### src/rtl/grayscale_packer_pkg.sv
// Shared constants, FSM encoding and the RGB565-to-gray helper for grayscale_packer_ise.
// Optional macro: GRAYSCALE_PACKER_ROUND_EN selects round-to-nearest gray instead of truncation.
package grayscale_packer_pkg;

    localparam int unsigned DATA_W = 32;
    localparam int unsigned PIX_W  = 16;
    localparam int unsigned GRAY_W = 8;
    localparam int unsigned CNT_W  = 8;

    // Opcode field lives in valueB[31:30]
    localparam logic [1:0] OP_PUSH   = 2'b00;
    localparam logic [1:0] OP_POP    = 2'b01;
    localparam logic [1:0] OP_STATUS = 2'b10;
    localparam logic [1:0] OP_CLEAR  = 2'b11;

    // Luma weights scaled by 256
    localparam int unsigned W_R = 54;
    localparam int unsigned W_G = 183;
    localparam int unsigned W_B = 19;

    // STATUS word layout; count occupies [7:0]
    localparam int unsigned ST_PENDING   = 8;
    localparam int unsigned ST_FULL      = 9;
    localparam int unsigned ST_EMPTY     = 10;
    localparam int unsigned ST_OVERFLOW  = 11;
    localparam int unsigned ST_UNDERFLOW = 12;

    typedef enum logic [1:0] {
        S_IDLE    = 2'd0,
        S_CONVERT = 2'd1,
        S_WRITE   = 2'd2,
        S_RESP    = 2'd3
    } state_t;

    // Weighted sum of the expanded channels; the 16-bit sum cannot overflow (max 64220, 64348 rounded)
    function automatic logic [GRAY_W-1:0] rgb565_to_gray(input logic [PIX_W-1:0] pix);
        logic [7:0]  r8;
        logic [7:0]  g8;
        logic [7:0]  b8;
        logic [15:0] sum;
        r8  = {pix[15:11], 3'b000};
        g8  = {pix[10:5], 2'b00};
        b8  = {pix[4:0], 3'b000};
        sum = 16'(16'(r8) * 16'(W_R)) + 16'(16'(g8) * 16'(W_G)) + 16'(16'(b8) * 16'(W_B));
`ifdef GRAYSCALE_PACKER_ROUND_EN
        sum = sum + 16'd128;
`else
        sum = sum;
`endif
        return sum[15:8];
    endfunction

endpackage

### src/rtl/gray_word_fifo.sv
// Synchronous 32-bit word FIFO; push on full and pop on empty are no-ops, pointers wrap modulo DEPTH.
module gray_word_fifo #(
    parameter int unsigned DEPTH = 16
) (
    input  logic        i_clk,
    input  logic        i_rst,
    input  logic        i_clear,
    input  logic        i_push,
    input  logic        i_pop,
    input  logic [31:0] i_data,
    output logic [31:0] o_data,
    output logic [7:0]  o_count,
    output logic        o_full,
    output logic        o_empty
);

    localparam int unsigned AW = (DEPTH > 1) ? $clog2(DEPTH) : 1;

    logic [AW-1:0] r_wr_ptr;
    logic [AW-1:0] r_rd_ptr;
    logic [7:0]    r_count;
    logic [31:0]   r_mem [DEPTH];
    logic          w_do_push;
    logic          w_do_pop;

    assign o_full    = (r_count == 8'(DEPTH));
    assign o_empty   = (r_count == 8'd0);
    assign o_count   = r_count;
    assign o_data    = r_mem[r_rd_ptr];
    assign w_do_push = i_push && !o_full && !i_clear;
    assign w_do_pop  = i_pop && !o_empty && !i_clear;

    // Storage array, written only on an accepted push
    always_ff @(posedge i_clk) begin
        if (w_do_push) begin
            r_mem[r_wr_ptr] <= i_data;
        end
    end

    // Pointer and occupancy bookkeeping
    always_ff @(posedge i_clk) begin
        if (i_rst || i_clear) begin
            r_wr_ptr <= '0;
            r_rd_ptr <= '0;
            r_count  <= 8'd0;
        end else begin
            if (w_do_push) begin
                r_wr_ptr <= (r_wr_ptr == AW'(DEPTH - 1)) ? '0 : r_wr_ptr + AW'(1);
            end
            if (w_do_pop) begin
                r_rd_ptr <= (r_rd_ptr == AW'(DEPTH - 1)) ? '0 : r_rd_ptr + AW'(1);
            end
            case ({w_do_push, w_do_pop})
                2'b10:   r_count <= r_count + 8'd1;
                2'b01:   r_count <= r_count - 8'd1;
                default: r_count <= r_count;
            endcase
        end
    end

endmodule

### src/rtl/grayscale_packer_ise.sv
// Custom instruction: converts two RGB565 pixels per PUSH to gray, packs four gray bytes per
// word into a FIFO, and serves POP/STATUS/CLEAR. GRAYSCALE_PACKER_ROUND_EN enables rounding.
module grayscale_packer_ise
    import grayscale_packer_pkg::*;
#(
    parameter logic [7:0]  customInstructionId = 8'd0,
    parameter int unsigned FIFO_DEPTH          = 16
) (
    input  logic        clock,
    input  logic        reset,
    input  logic        start,
    input  logic [7:0]  iseId,
    input  logic [31:0] valueA,
    input  logic [31:0] valueB,
    output logic        done,
    output logic [31:0] result
);

    state_t             r_state;
    logic [1:0]         r_op;
    logic [DATA_W-1:0]  r_pix;
    logic [GRAY_W-1:0]  r_gray0;
    logic [GRAY_W-1:0]  r_gray1;
    logic [15:0]        r_hold;
    logic               r_pending;
    logic               r_overflow;
    logic               r_underflow;

    logic               w_fifo_push;
    logic               w_fifo_pop;
    logic               w_fifo_clear;
    logic [DATA_W-1:0]  w_fifo_out;
    logic [CNT_W-1:0]   w_fifo_count;
    logic               w_fifo_full;
    logic               w_fifo_empty;
    logic [DATA_W-1:0]  w_word;
    logic [DATA_W-1:0]  w_status;
    logic               w_unused;

    assign w_unused     = ^valueB[29:0];
    assign w_word       = {r_gray1, r_gray0, r_hold};
    // FIFO side effects are gated by reset so an abandoned op never lands in the FIFO
    assign w_fifo_push  = (r_state == S_WRITE) && r_pending && !reset;
    assign w_fifo_pop   = (r_state == S_RESP) && (r_op == OP_POP) && !reset;
    assign w_fifo_clear = (r_state == S_RESP) && (r_op == OP_CLEAR) && !reset;

    // STATUS word assembly
    always_comb begin
        w_status                = '0;
        w_status[CNT_W-1:0]     = w_fifo_count;
        w_status[ST_PENDING]    = r_pending;
        w_status[ST_FULL]       = w_fifo_full;
        w_status[ST_EMPTY]      = w_fifo_empty;
        w_status[ST_OVERFLOW]   = r_overflow;
        w_status[ST_UNDERFLOW]  = r_underflow;
    end

    gray_word_fifo #(
        .DEPTH (FIFO_DEPTH)
    ) u_fifo (
        .i_clk   (clock),
        .i_rst   (reset),
        .i_clear (w_fifo_clear),
        .i_push  (w_fifo_push),
        .i_pop   (w_fifo_pop),
        .i_data  (w_word),
        .o_data  (w_fifo_out),
        .o_count (w_fifo_count),
        .o_full  (w_fifo_full),
        .o_empty (w_fifo_empty)
    );

    // Instruction FSM with registered done/result
    always_ff @(posedge clock) begin
        if (reset) begin
            r_state     <= S_IDLE;
            r_op        <= OP_PUSH;
            r_pix       <= '0;
            r_gray0     <= '0;
            r_gray1     <= '0;
            r_hold      <= '0;
            r_pending   <= 1'b0;
            r_overflow  <= 1'b0;
            r_underflow <= 1'b0;
            done        <= 1'b0;
            result      <= '0;
        end else begin
            done   <= 1'b0;
            result <= '0;
            case (r_state)
                S_IDLE: begin
                    if (start && (iseId == customInstructionId)) begin
                        r_op    <= valueB[31:30];
                        r_pix   <= valueA;
                        r_state <= (valueB[31:30] == OP_PUSH) ? S_CONVERT : S_RESP;
                    end
                end
                S_CONVERT: begin
                    r_gray0 <= rgb565_to_gray(r_pix[15:0]);
                    r_gray1 <= rgb565_to_gray(r_pix[31:16]);
                    r_state <= S_WRITE;
                end
                S_WRITE: begin
                    if (!r_pending) begin
                        r_hold    <= {r_gray1, r_gray0};
                        r_pending <= 1'b1;
                    end else begin
                        r_pending <= 1'b0;
                        if (w_fifo_full) begin
                            r_overflow <= 1'b1;
                        end
                    end
                    done    <= 1'b1;
                    r_state <= S_IDLE;
                end
                S_RESP: begin
                    case (r_op)
                        OP_POP: begin
                            if (w_fifo_empty) begin
                                r_underflow <= 1'b1;
                            end else begin
                                result <= w_fifo_out;
                            end
                        end
                        OP_STATUS: begin
                            result <= w_status;
                        end
                        OP_CLEAR: begin
                            r_pending   <= 1'b0;
                            r_overflow  <= 1'b0;
                            r_underflow <= 1'b0;
                        end
                        default: begin
                            result <= '0;
                        end
                    endcase
                    done    <= 1'b1;
                    r_state <= S_IDLE;
                end
                default: begin
                    r_state <= S_IDLE;
                end
            endcase
        end
    end

endmodule

### config.mk
export PLATFORM = sky130hd
export DESIGN_NAME = grayscale_packer_ise
export DESIGN_NICKNAME = d
export VERILOG_FILES = /design/src/rtl/grayscale_packer_pkg.sv /design/src/rtl/gray_word_fifo.sv /design/src/rtl/grayscale_packer_ise.sv
export SDC_FILE = /design/constraint.sdc
export NUM_CORES = 1
export LEC_CHECK = 0
export CORE_ASPECT_RATIO = 0.6
export CORE_MARGIN = 2
export CORE_UTILIZATION = 48
export DETAILED_ROUTE_END_ITERATION = 8
export PLACE_DENSITY_LB_ADDON = 0.2
export RECOVER_POWER = 25
export REMOVE_ABC_BUFFERS = 1
export SLEW_MARGIN = 20
export SYNTH_ARGS = -nofsm -noshare
export SYNTH_HDL_FRONTEND = slang
export SYNTH_SLANG_ARGS = --single-unit
### constraint.sdc
create_clock -name clock -period 6.2 [get_ports clock]
set_clock_uncertainty 0.05 [all_clocks]
set_input_delay 1.24 -clock clock [delete_from_list [all_inputs] [get_ports clock]]
set_output_delay 1.24 -clock clock [all_outputs]
set_load 0.005 [all_outputs]
==> out/qor.csv <==
metric;value;unit
final_util;54.82;%
wl;62950;microns
layout_common_cells;edfxtp_1 (512), mux4_2 (160), ha_1 (157);
cts.path.max_buffers;3;
cts_buffers;58;
synth_top_family_by_area;multiplexers;
drc;0;
die_w;318.5;microns
dieArea;61370;sq um
cp.arrival;6270;ps
finalSetupViolations;0;
timing.final.crit_share;92.72;%
worst_setup_path_end_kind;register;
required;6730;ps
place.gp.congestion;0.8074;
start_util;48.31;%
yosysTopAreaCellShare;53.98;%
io_buffers;77;
grt.overflow.total;0;
multiInputGateArea;9833;sq um
vias;15326;
clk_latency;640;ps
clock-root-buffer;clkbuf_16;
diodes;0;
seq_area;17870;sq um
critPathMaxFanout;5;
dp_hpwl;38060;microns
synth-xor-area-share;1.832;%
grt_pass1_vias;15754;
synth_area_leader_cell;edfxtp_1;
fmax;174.0;MHz
final-max-slew-violation-count;0;
synth_area_per_cell;15.94;sq um
p_per_area;261.2;nW/um^2
synth-seq-cells;636;
antenna_found_initial;2;
synth-main-ff-cell;edfxtp_1;
design.core.area;58970;sq um
die_h;192.7;microns
dr.pass1.iters;7;
synth_compound_area_share;4.305;%
grt_max_degree;62;
hold_class;reg -> reg;
finalNonFillerCells;2719;
yosys_warnings;0;
status;complete, no violations;
dpl.cell_count;2610;
final_common_cell;edfxtp_1;
fillers;4703;
cts.sink_count;636;
tightest_slew;1007;ps
synth-async-reset-ratio;0;%
grt_first_pass_wirelength;96770;microns
ys_seq_area_share;62.69;%
synth_fa_ha_area_share;10.62;%
period_minus_slack;5749;ps
cts_hold_buf;0;
ir_worst_vdd;183.0;uV
ys_types;58;
synth-edff-count;512;
synth_top_cells_by_area;edfxtp_1 (54%), mux4_2 (13%), dfxtp_1 (8.7%), ha_1 (6.9%), fa_1 (3.7%);
ioPinCount;108;
drtAntennaViolNets;0;
clk_pin_slew;70;ps
cap_violations;0;
drive_above_1_share;16.62;%
p_leak;11.73;nW
nets;2174;
cts_htree_levels;2;
cts_tree;built;
cp-start-kind;register;
finalHoldViolCount;0;
finalSetupTns;0;ps
maxSlewHeadroom;32.86;%
rsz0062_at_grt;no;
num_rows;69;
syn-instance-count;1787;
grt.total_usage;21.27;%
wl_per_cell;23.15;microns
via_per_inst;5.637;
area.growth.synth_to_final;13.49;%
synthSimpleGateAreaFrac;4.814;%
synth_area;28480;sq um
critPathKind;reg -> reg;
drtIter0Drc;1349;
synth.mux.area_fraction;12.79;%
-- worst paths after layout --
path	start	end	slack, ps	depth (start not counted)
setup / recovery	r_pix[24]	r_gray1[7]	450	21
setup reg to reg	r_pix[24]	r_gray1[7]	450	21
hold reg to reg	r_pix[12]	r_pix[12]	430	2
hold / removal	r_pix[12]	r_pix[12]	430	2
-- Yosys cell counts (all sizes together), types with 4 or more instances --
master / instances
edfxtp: 512
mux4: 160
ha: 157
nand2: 150
inv: 140
dfxtp: 124
a21oi: 110
fa: 53
clkbuf: 49
nor2: 42
o21ai: 32
xor2: 32
nor2b: 28
xnor2: 25
a21o: 18
buf: 17
and2: 16
clkinv: 13
o21bai: 12
nor3: 11
nand3: 9
nand2b: 7
o21a: 6
or3: 6
a31oi: 5
nor4: 5
o22ai: 5
a211oi: 4
mux2i: 4
-- cells by family (layout without fill, tap and decap cells) --
family / Yosys count / after routing
flip-flops: 636 / 636
AND/OR/NAND/NOR: 293 / 293
buffers and inverters: 219 / 370
adder cells (fa/ha/maj): 210 / 210
AO/OA/AOI/OAI: 207 / 207
multiplexers: 164 / 164
XOR/XNOR: 58 / 58
-- critical path, stage by stage (launching register included) --
cell and delay [ps]:
dfxtp_1 370, fa_1 570, inv_1 60, fa_1 500, fa_1 550, inv_1 40
ha_1 320, a21oi_1 200, nor2_1 60, o21a_1 210, o41ai_4 290, xor2_1 150
fa_1 520, inv_1 40, ha_1 350, a21o_1 200, a21oi_1 230, nand2_1 110
o31ai_2 280, xor2_1 140, or3_1 360, nand3_1 80
-- report_power, final --
group / total, W / switching (W) / internal, W
Combinational: 0.0000523 / 0.0000230 / 0.0000293
Clock: 0.00385 / 0.00162 / 0.00223
Sequential: 0.00454 / 0.00000107 / 0.00454
Total: 0.00844 / 0.00164 / 0.00680
-- area by class of cell --
class / count / share of cell area, %
Sequential cell: 636 / 55.27
Inverter: 153 / 1.777
Multi-Input combinational cell: 932 / 30.42
Timing Repair Buffer: 108 / 3.127
Tap cell: 781 / 3.023
Clock buffer: 76 / 5.012
Clock inverter: 33 / 1.374
-- metal layers --
metal / GRT usage [%] / vias to the layer above / wire (microns)
met5: 0 / - / 0
met4: 4.575 / 0 / 981
met3: 3.400 / 75 / 4480
met2: 32.81 / 500 / 28190
met1: 32.09 / 7839 / 29300
li1: - / 6912 / -
-- timing repair --
action / 4_1_cts / 5_1_grt
setup endpoints to repair: 0 / 1
setup buffers: 0 / 0
gates resized for setup: 0 / 2
-- sequential cells by signal, indices dropped and copies added (netlist names), named ones only --
name,flops
r_gray0,8
u_fifo.r_mem,512
u_fifo.o_count,8
done,1
r_pending,1
r_op,2
r_pix,32
result,32
r_state,2
r_gray1,8
u_fifo.r_wr_ptr,4
u_fifo.r_rd_ptr,4
r_overflow,1
r_hold,16
r_underflow,1
-- stage by stage --
stage	hold WS, ps	total power [W]	setup WS (ps)	cell area, sq um
after floorplan	375.5	0.004648	-528.1	28220
after global placement	419.2	0.004688	371.6	30250
after detailed placement	422.8	0.004689	266.2	30250
after CTS	433.2	0.008525	233.6	32310
after global routing	474.0	0.008694	87.37	32330
final	434.2	0.008445	451.5	32330
Note: power is estimated with default switching activity, not from simulation.
